## src/rtl/rolfmobile99_pkg.sv

```systemverilog
// rolfmobile99_pkg: shared constants for the rolfmobile99 pad map and debounce default
package rolfmobile99_pkg;
  localparam int DEFAULT_DEBOUNCE_CYCLES = 16;
  localparam int N_IO = 8;
  localparam int CLK_BIT = 7;
  localparam int RST_BIT = 6;
  localparam int XNOR_A_BIT = 5;
  localparam int XNOR_B_BIT = 4;
endpackage

```

## src/rtl/rolfmobile99_debounce_ch.sv

```systemverilog
// rolfmobile99_debounce_ch: one channel of 2-flop sync, persistence counter, level and edge flops
// Edge flops built only when ROLFMOBILE99_DEBOUNCE_EDGE_EN is defined.
module rolfmobile99_debounce_ch #(
  parameter int DEBOUNCE_CYCLES = 16,
  localparam int CNT_W = $clog2(DEBOUNCE_CYCLES + 1)
) (
  input  logic clk,
  input  logic reset,
  input  logic raw,
  output logic level,
  output logic rise,
  output logic fall
);
  logic s1, s2, chg, term, accept;
  logic [CNT_W-1:0] cnt;
  always_comb begin
    chg = s2 != level;
    term = cnt == CNT_W'(DEBOUNCE_CYCLES - 1);
    accept = chg && term;
  end
  always_ff @(posedge clk) begin
    if (reset) begin
      s1 <= 1'b0;
      s2 <= 1'b0;
      level <= 1'b0;
      cnt <= '0;
    end else begin
      s1 <= raw;
      s2 <= s1;
      cnt <= (chg && !term) ? cnt + 1'b1 : '0;
      if (accept) level <= s2;
    end
  end
`ifdef ROLFMOBILE99_DEBOUNCE_EDGE_EN
  always_ff @(posedge clk) begin
    if (reset) begin
      rise <= 1'b0;
      fall <= 1'b0;
    end else begin
      rise <= accept && s2;
      fall <= accept && !s2;
    end
  end
`else
  assign rise = 1'b0;
  assign fall = 1'b0;
`endif
endmodule

```

## src/rtl/rolfmobile99_debounce.sv

```systemverilog
// rolfmobile99_debounce: synchronised, debounced pad inputs feeding the XNOR stage
// Optional rise/fall pulses via ROLFMOBILE99_DEBOUNCE_EDGE_EN.
module rolfmobile99_debounce
  import rolfmobile99_pkg::*;
#(
  parameter int N_CH = 2,
  parameter int DEBOUNCE_CYCLES = DEFAULT_DEBOUNCE_CYCLES
) (
  input  logic            clk,
  input  logic            reset,
  input  logic [N_CH-1:0] raw_in,
  output logic [N_CH-1:0] level_out,
  output logic [N_CH-1:0] rise_out,
  output logic [N_CH-1:0] fall_out
);
  for (genvar i = 0; i < N_CH; i++) begin : g_ch
    rolfmobile99_debounce_ch #(.DEBOUNCE_CYCLES(DEBOUNCE_CYCLES)) u_ch (
      .clk(clk),
      .reset(reset),
      .raw(raw_in[i]),
      .level(level_out[i]),
      .rise(rise_out[i]),
      .fall(fall_out[i])
    );
  end
endmodule

```

## config.mk

```make
export PLATFORM = sky130hd
export DESIGN_NAME = rolfmobile99_debounce
export DESIGN_NICKNAME = d
export VERILOG_FILES = /design/src/rtl/rolfmobile99_pkg.sv /design/src/rtl/rolfmobile99_debounce_ch.sv /design/src/rtl/rolfmobile99_debounce.sv
export SDC_FILE = /design/constraint.sdc
export NUM_CORES = 1
export LEC_CHECK = 0
export BUFFER_PORTS_ARGS = -buffer_cell sky130_fd_sc_hd__buf_2
export CAP_MARGIN = 0
export CORE_MARGIN = 1.5
export CORE_UTILIZATION = 45
export CTS_CLUSTER_DIAMETER = 150
export DETAILED_ROUTE_END_ITERATION = 12
export PLACE_DENSITY_LB_ADDON = 0.05
export SYNTH_ARGS = -nofsm -noshare
export SYNTH_HDL_FRONTEND = slang
export SYNTH_HIERARCHICAL = 1
export SYNTH_SLANG_ARGS = --single-unit
```

## constraint.sdc

```tcl
create_clock -name clk -period 3.1 [get_ports clk]
set_input_delay 0.155 -clock clk [delete_from_list [all_inputs] [get_ports clk]]
set_output_delay 0.155 -clock clk [all_outputs]
set_load 0.005 [all_outputs]
```

# Word-level counts from Yosys, hierarchy flattened
# Index checks and enable logic that the tools add are counted.
word_totals:
  register_bits: 16
  inputBits: 4
  elab_cells: 24
op_classes:
  n_addsub: 2
  eq_ne: 4
  bitwise_logic: 2
  reduce_logical: 8
op_table:
  columns: ["operator", "n"]
  rows:
  - ["adder 5 x 1 -> 5 bit, second input constant", 2]
  - ["== test 5 x 4 -> 1 bit, second input constant", 2]
  - ["logical AND 1 bit", 4]
  - ["OR reduction 2 bit", 2]
  - ["zero test 1 bit", 2]
  - ["inequality test 1 bit", 2]
  - ["inverter 1 bit", 2]

# Longest topological paths before layout
# Gate-level depths: netlist of the first run.
logic_depth:
  ltp_word: 5
  mapped_depth: 5
  ltp_nobuf: 5

# By module
# The synthesis of the first run kept the hierarchy.
modules_own_cells:
  columns: ["module", "instances", "cells_each", "area_per_inst_um2", "seq_area_each_um2"]
  rows:
  - ["rolfmobile99_debounce_ch", 2, 30, 305.3, 160.2]

# Least setup slack after synthesis of the first run
# No wires, ideal clock.
synth_path:
  path_kind: "flip-flop to flip-flop"
  start: "register g_ch[0].u_ch.cnt[0]"
  end: "register g_ch[0].u_ch.cnt[2]"
  setup_time_ns: 0.064
  arrival_time_ns: 1.372
  t_required_ns: 3.036
  path_slack_ns: 1.663
  stages_incl_launch_ff: 6
  n_path_buf: 0
  synth_period_minus_slack_ns: 1.437
  path_cell_list: "dfxtp_1 > ha_1 > and3_1 > ha_1 > or3_4 > nor2_1"
synth_between:
  elab_chain_cells: 5
  elab_cells_between_ends: 6
synth_lines:
  columns: ["item", "line", "source"]
  rows:
  - ["start: declaration", "rolfmobile99_debounce_ch.sv:15", "logic [CNT_W-1:0] cnt;"]
  - ["start signal: assignment", "rolfmobile99_debounce_ch.sv:30", "cnt <= (chg && !term) ? cnt + 1'b1 : '0;"]
  - ["branches (longest 5 deep; another with adder 5 x 1 -> 5 bit)", null, null]
# Parallel ways; which one is timed is not known.
# A chain may end at the register's enable or synchronous reset.

# Worst setup path after layout of the first run
layout_path:
  start: "register g_ch[1].u_ch.cnt[0]"
  end: "register g_ch[1].u_ch.cnt[3]"
layout_between:
  elab_chain_cells: 5
  elab_cells_between_ends: 6
layout_lines:
  columns: ["item", "line"]
  rows:
  - ["start: declaration", "rolfmobile99_debounce_ch.sv:15"]
  - ["start signal: assignment", "rolfmobile99_debounce_ch.sv:30"]
  - ["branches (longest 5 deep; another with adder 5 x 1 -> 5 bit)", null]
# Parallel ways; which one is timed is not known.

==> results.py, run 1 <==
metrics = {
    "placed_design": {
        "dp_hpwl_um": 561,
        "place_congestion": 0.595,
        "pre_cts_slack_ns": 1.56,
        "port_buffers": 5,
    },
    "yosys": {
        "synth_area_leaders": "dfxtp_1 52%, ha_1 8.2%, nor2_1 7.4%",
        "synth_area_um2": 611,
        "ys_warn_count": 6,
        "ys_ff_latch": 16,
        "yosysTopAreaCellShare": 0.525,
        "synth_seq_area_share": 0.525,
        "synth.avg_cell_area_um2": 10.2,
        "yosysTopAreaCell": "dfxtp_1",
        "synth.distinct_cells": 13,
        "netlist_instances": 60,
    },
    "timing": {
        "setup_violations": 0,
        "finalMaxSlewViolations": 0,
        "rsz0062_at_grt": "false",
        "timing.final.ws_setup_ns": 1.56,
        "finClkSkew_ns": 0.00103,
        "hold_viol_final": 0,
        "clock.fmax_mhz": 648,
        "fin_crit_sh": 0.498,
        "fin_crit_ns": 1.54,
        "setup_tns_ns": 0,
    },
    "pwr": {
        "swShare": 0.192,
        "p_comb_frac": 0.027,
        "irDropWorstVdd_mv": 0.321,
        "p_seq_frac": 0.597,
        "p_int_uw": 284,
        "powerDensity_nw_per_um2": 527,
        "clock_power_share": 0.376,
        "switchingPower_uw": 67.5,
        "power.leakage_uw": 0.000278,
    },
    "clocking": {
        "htree_num_levels": 1,
        "cts_setup_buffers": 0,
        "postCtsResizedCells": 0,
        "root_buffer": "clkbuf_4",
        "cts_tree": "yes",
        "cts_made_buffers": 3,
        "clk_path_buf_depth": 2,
        "clkTransAtPathRegs_ns": 0.09,
        "hold_buffers": 0,
        "worst_skew_pair.late_latency_ns": 0.27,
        "cts.sinks": 16,
    },
    "layout": {
        "antenna_cells": 0,
        "syn2layout_area_growth_pct": 9.43,
        "multi_input_area_um2": 253,
        "layout.nets": 76,
        "finish.utilization": 0.520,
        "drive_gt1_frac": 0.164,
        "fillers": 122,
        "layout.area.seq_um2": 320,
    },
    "route": {
        "drt_pass1_iterations": 4,
        "first_iter_violations": 4,
        "via_per_inst": 4.29,
        "drc": 0,
        "ant_nets": 0,
        "drt-total-wl_um": 716,
        "detail_route.wl_per_cell_um": 8.73,
        "via_count": 352,
    },
    "worst_setup_path": {
        "crit_chain": "ha_1 > and3_1 > ha_1 > or3_4 > nor2_1",
        "cp.arrival_ns": 1.76,
        "path_max_fanout": 5,
        "path_class": "register to register",
        "path_delay_family": "simple AND/OR/NAND/NOR gates",
        "cp-end-kind": "register",
        "critPathRequiredTime_ns": 3.31,
        "start_kind": "register",
        "critPathMaxStageDelay_ns": 0.42,
        "cp_slowest_cell": "or3_4",
        "crit_buf_inv": 0,
        "cp_common_cell": "ha_1",
    },
    "floorplan": {
        "rows": 13,
        "initial_core_util": 0.475,
        "core_area_um2": 1280,
        "dieWidth_um": 39.8,
        "die_area_um2": 1590,
        "die_h_um": 39.8,
        "ioPinCount": 10,
    },
    "global_routing": {
        "track_usage": 0.116,
        "grt_overflow": 0,
        "grt_max_degree": 10,
        "antenna_found_initial": 0,
        "grt_pass1_wl_um": 1170,
        "grt_pass1_vias": 276,
    },
    "run_status": {
        "status": "finished clean",
    },
    "hold_path": {
        "hold_class": "primary input to register",
    },
    "flow_run": {
        "max_cap_viol_count": 0,
    },
}
worst paths after layout:
check / endpoint / from / cells past startpoint / slack [ns]
max: g_ch[1].u_ch/cnt[3] / g_ch[1].u_ch/cnt[0] / 5 / 1.56
min: g_ch[1].u_ch/s1 / raw_in[1] / 2 / 0.09
max reg2reg: g_ch[1].u_ch/cnt[3] / g_ch[1].u_ch/cnt[0] / 5 / 1.56
min reg2reg: g_ch[1].u_ch/s2 / g_ch[1].u_ch/s1 / 1 / 0.44
sequential cells by signal, indices dropped and copies added (netlist names):
signal,cells
g_ch.u_ch/s2,2
g_ch.u_ch/s1,2
g_ch.u_ch/level,2
g_ch.u_ch/cnt,10
synthesized netlist by cell type:
cell / instances
buf_4: 4
xor2_1: 2
or3_4: 2
nor2b_1: 4
dfxtp_1: 16
nand3_1: 2
mux2i_1: 2
nor2_1: 12
xnor2_1: 4
ha_1: 4
and3_1: 2
inv_1: 4
conb_1: 2
per-layer routing:
metal | routed length (um) | vias up | track usage
met1 | 422 | 150 | 0.170
met3 | 34 | 2 | 0.0511
met2 | 246 | 8 | 0.139
met5 | 0 | - | 0
met4 | 12 | 0 | 0.0517
li1 | - | 192 | -
cells by family after synthesis:
| family | after synthesis | share of synthesized area |
|---|---|---|
| simple gates | 22 | 0.189 |
| xor+xnor | 6 | 0.0861 |
| buf+inv | 8 | 0.0738 |
| fa+ha+maj | 4 | 0.0820 |
| flops | 16 | 0.525 |
| mux | 2 | 0.0328 |
| other cells | 2 | 0.0123 |
placed cells by master, fill, tap and decap left out, drive strengths merged:
cell type  instances
and3               2
buf                5
clkbuf             4
conb               4
dfxtp             16
ha                 4
inv                4
mux2i              2
nand3              2
nor2              12
nor2b              4
or3                2
xnor2              4
xor2               2
worst reg2reg max path: stages, from the launching register on:
cell,delay [ns]
dfxtp_1,0.34
ha_1,0.22
and3_1,0.19
ha_1,0.20
or3_4,0.42
nor2_1,0.12
layout make-up:
cell class,instances,share of cell area
multi-input cells,38,0.378
flip-flops and latches,16,0.479
inverters,4,0.0225
clock buffers,4,0.0543
repair buffers,5,0.0375
well taps,15,0.0281
metrics by stage:
stage | cell area (um^2) | hold slack [ns] | power, uW | instances
6_report | 668 | 0.0896 | 352 | 82
5_1_grt | 668 | 0.0701 | 372 | 82
4_1_cts | 668 | 0.0813 | 359 | 82
3_5_place_dp | 632 | 0.373 | 224 | 78
3_3_place_gp | 632 | 0.368 | 224 | 78
2_1_floorplan | 618 | 0.227 | 224 | 62
power groups by stage:
| stage | Clock, uW | Sequential, uW | Combinational (uW) |
|---|---|---|---|
| floorplan | 0 | 215 | 9.52 |
| global placement | 0 | 215 | 9.41 |
| detailed placement | 0 | 215 | 9.58 |
| CTS | 139 | 210 | 9.58 |
| global route | 150 | 211 | 11.0 |
| finish | 132 | 210 | 9.39 |
Power figures use the tool's default switching activity.
==> run 2: changes to the inputs <==
--- a/config.mk
+++ b/config.mk
@@ -5,6 +5,7 @@
 export SDC_FILE = /design/constraint.sdc
 export NUM_CORES = 1
 export LEC_CHECK = 0
+export ABC_AREA = 1
 export BUFFER_PORTS_ARGS = -buffer_cell sky130_fd_sc_hd__buf_2
 export CAP_MARGIN = 0
 export CORE_MARGIN = 1.5
==> constraint.sdc (replaced) <==
create_clock -name clk -period 1.45 [get_ports clk]
set_input_delay 0.0725 -clock clk [delete_from_list [all_inputs] [get_ports clk]]
set_output_delay 0.0725 -clock clk [all_outputs]
set_load 0.005 [all_outputs]
==> run 2 against run 1 <==
- fmax up 17%
- combinational power rose to 3.0 times the previous value
- critical path depth up 2
- clock power up 120%
- clock skew up 0.0060 ns
- core utilization up 3.0 points
- die area up 6.8%
- worst setup slack worse by 1.4 ns
- non-clock buffer count up 2
- hold slack worse by 0.018 ns
- highest routed layer unchanged
==> results.py, run 2 <==
metrics = {
    "run_status": {
        "status": "finished clean",
    },
    "route": {
        "via_per_inst": 4.44,
        "via_count": 453,
        "ant_nets": 0,
        "drt_pass1_iterations": 4,
        "first_iter_violations": 4,
        "detail_route.wl_per_cell_um": 8.23,
        "drc": 0,
        "drt-total-wl_um": 839,
    },
    "worst_setup_path": {
        "cp.arrival_ns": 1.55,
        "rr_endpoint": "g_ch[0].u_ch/cnt[3]",
        "r2r_slack_ns": 0.13,
        "reg2reg_from": "g_ch[0].u_ch/cnt[0]",
        "cp-end-kind": "register",
        "reg2reg_depth": 7,
        "critPathRequiredTime_ns": 1.68,
        "start_kind": "register",
        "path_class": "register to register",
        "path_max_fanout": 5,
    },
    "timing": {
        "fin_crit_sh": 0.914,
        "finClkSkew_ns": 0.00707,
        "clock.fmax_mhz": 755,
        "fin_crit_ns": 1.32,
        "rsz0062_at_grt": "false",
        "setup_tns_ns": 0,
        "hold_viol_final": 0,
        "finalMaxSlewViolations": 0,
        "hold_ws_ns": 0.0714,
        "setup_violations": 0,
    },
    "flow_run": {
        "max_cap_viol_count": 0,
    },
    "global_routing": {
        "grt_overflow": 0,
        "track_usage": 0.139,
        "grt_max_degree": 10,
        "grt_pass1_vias": 369,
        "grt_pass1_wl_um": 1370,
        "antenna_found_initial": 0,
    },
    "yosys": {
        "ys_warn_count": 6,
        "yosysTopAreaCellShare": 0.489,
        "ys_ff_latch": 16,
        "synth_seq_area_share": 0.489,
        "synth_area_um2": 656,
        "synthTopCellsByCount": "16 x dfxtp_1, 16 x nor2_1, 14 x inv_1",
        "synth_area_leaders": "dfxtp_1 49%, nor2_1 9.2%, inv_1 8.0%",
        "synth.avg_cell_area_um2": 8.41,
        "yosysTopAreaCell": "dfxtp_1",
        "synth_edf_count": 0,
        "synth.distinct_cells": 14,
        "ys.flop_type": "dfxtp_1",
        "netlist_instances": 78,
        "async_reset_ff_frac": 0,
    },
    "clocking": {
        "clk_path_buf_depth": 2,
        "cts_made_buffers": 3,
        "cts.sinks": 16,
        "clkTransAtPathRegs_ns": 0.09,
        "htree_num_levels": 1,
        "cts_tree": "yes",
        "root_buffer": "clkbuf_4",
        "worst_skew_pair.late_latency_ns": 0.28,
        "cts_setup_buffers": 0,
    },
    "layout": {
        "largest_reg_flops": 10,
        "layout.nets": 96,
        "syn2layout_area_growth_pct": 11.8,
        "top_register": "g_ch.u_ch/cnt",
        "layout_common_cells": "16 x nor2_1, 16 x dfxtp_1, 14 x inv_1",
        "antenna_cells": 0,
        "drive_gt1_frac": 0.172,
        "fillers": 131,
    },
    "placed_design": {
        "port_buffers": 5,
        "place_congestion": 0.586,
        "dp_hpwl_um": 620,
    },
    "floorplan": {
        "rows": 13,
        "dieWidth_um": 41.2,
        "initial_core_util": 0.492,
        "ioPinCount": 10,
        "die_area_um2": 1690,
        "core_area_um2": 1330,
        "die_h_um": 41.2,
    },
    "pwr": {
        "irDropWorstVdd_mv": 0.752,
        "powerDensity_nw_per_um2": 1040,
        "power.leakage_uw": 0.000300,
    },
    "hold_path": {
        "hold_class": "primary input to register",
        "min_from": "reset",
        "hold_end": "g_ch[1].u_ch/s2",
        "min_path_cells": 2,
    },
}
-- run 2: worst max-delay path by stage --
stage                                to                 from  cells past startpoint
finish              g_ch[0].u_ch/cnt[3]  g_ch[0].u_ch/cnt[0]                      7
global route        g_ch[0].u_ch/cnt[4]  g_ch[0].u_ch/cnt[0]                      7
CTS                 g_ch[0].u_ch/cnt[3]  g_ch[0].u_ch/cnt[0]                      7
detailed placement  g_ch[0].u_ch/cnt[3]  g_ch[0].u_ch/cnt[0]                      7
global placement    g_ch[0].u_ch/cnt[3]  g_ch[0].u_ch/cnt[0]                      7
floorplan           g_ch[0].u_ch/cnt[3]  g_ch[0].u_ch/cnt[0]                      7
-- run 2: timing repair --
item,in CTS,in global routing
endpoints found under the hold margin,2,0
hold buffers,2,0
resized for setup,0,0
-- run 2: layout make-up --
cell class,count,area (um^2),share of cell area
Timing Repair Buffer,7,45.0,0.0614
Multi-Input combinational cell,46,260,0.355
Inverter,14,52.6,0.0717
Tap cell,15,18.8,0.0256
Sequential cell,16,320,0.437
Clock buffer,4,36.3,0.0495
-- run 2: where the power goes --
group / total, uW / internal, uW / switching [uW]
sequential: 449 / 446 / 3.11
clock: 284 / 153 / 132
combinational: 27.8 / 11.6 / 16.3
-- run 2: routing by layer --
metal / track usage / wire length (um)
met5: 0 / 0
met4: 0.0726 / 10
met3: 0.0978 / 56
met2: 0.242 / 390
met1: 0.114 / 381
-- run 2: through the flow --
step	cells	instance area, um^2	total power [uW]	utilization	setup WS [ns]
CTS	102	733	778	0.550	0.102
detailed placement	96	677	483	0.508	0.131
floorplan	80	663	481	-	0.234
finish	102	733	761	0.550	0.125
global route	102	733	803	0.550	0.0201
global placement	96	677	482	0.508	0.118
-- run 2: cell families (layout without fill, tap and decap cells) --
group / count (synthesis) / in the layout / share of synthesized area
xor+xnor: 2 / 2 / 0.0267
other cells: 2 / 4 / 0.0115
buf+inv: 18 / 25 / 0.126
fa+ha+maj: 4 / 4 / 0.0763
simple gates: 32 / 32 / 0.221
flops: 16 / 16 / 0.489
compound gates: 4 / 4 / 0.0496
-- run 2: critical path: stages (launching register included) --
cell and delay [ns]:
dfxtp_1 0.34, ha_1 0.23, nand2_1 0.07, nor2_1 0.04, ha_1 0.21, nor2_2 0.12, nand3_2 0.14, a21oi_2 0.12
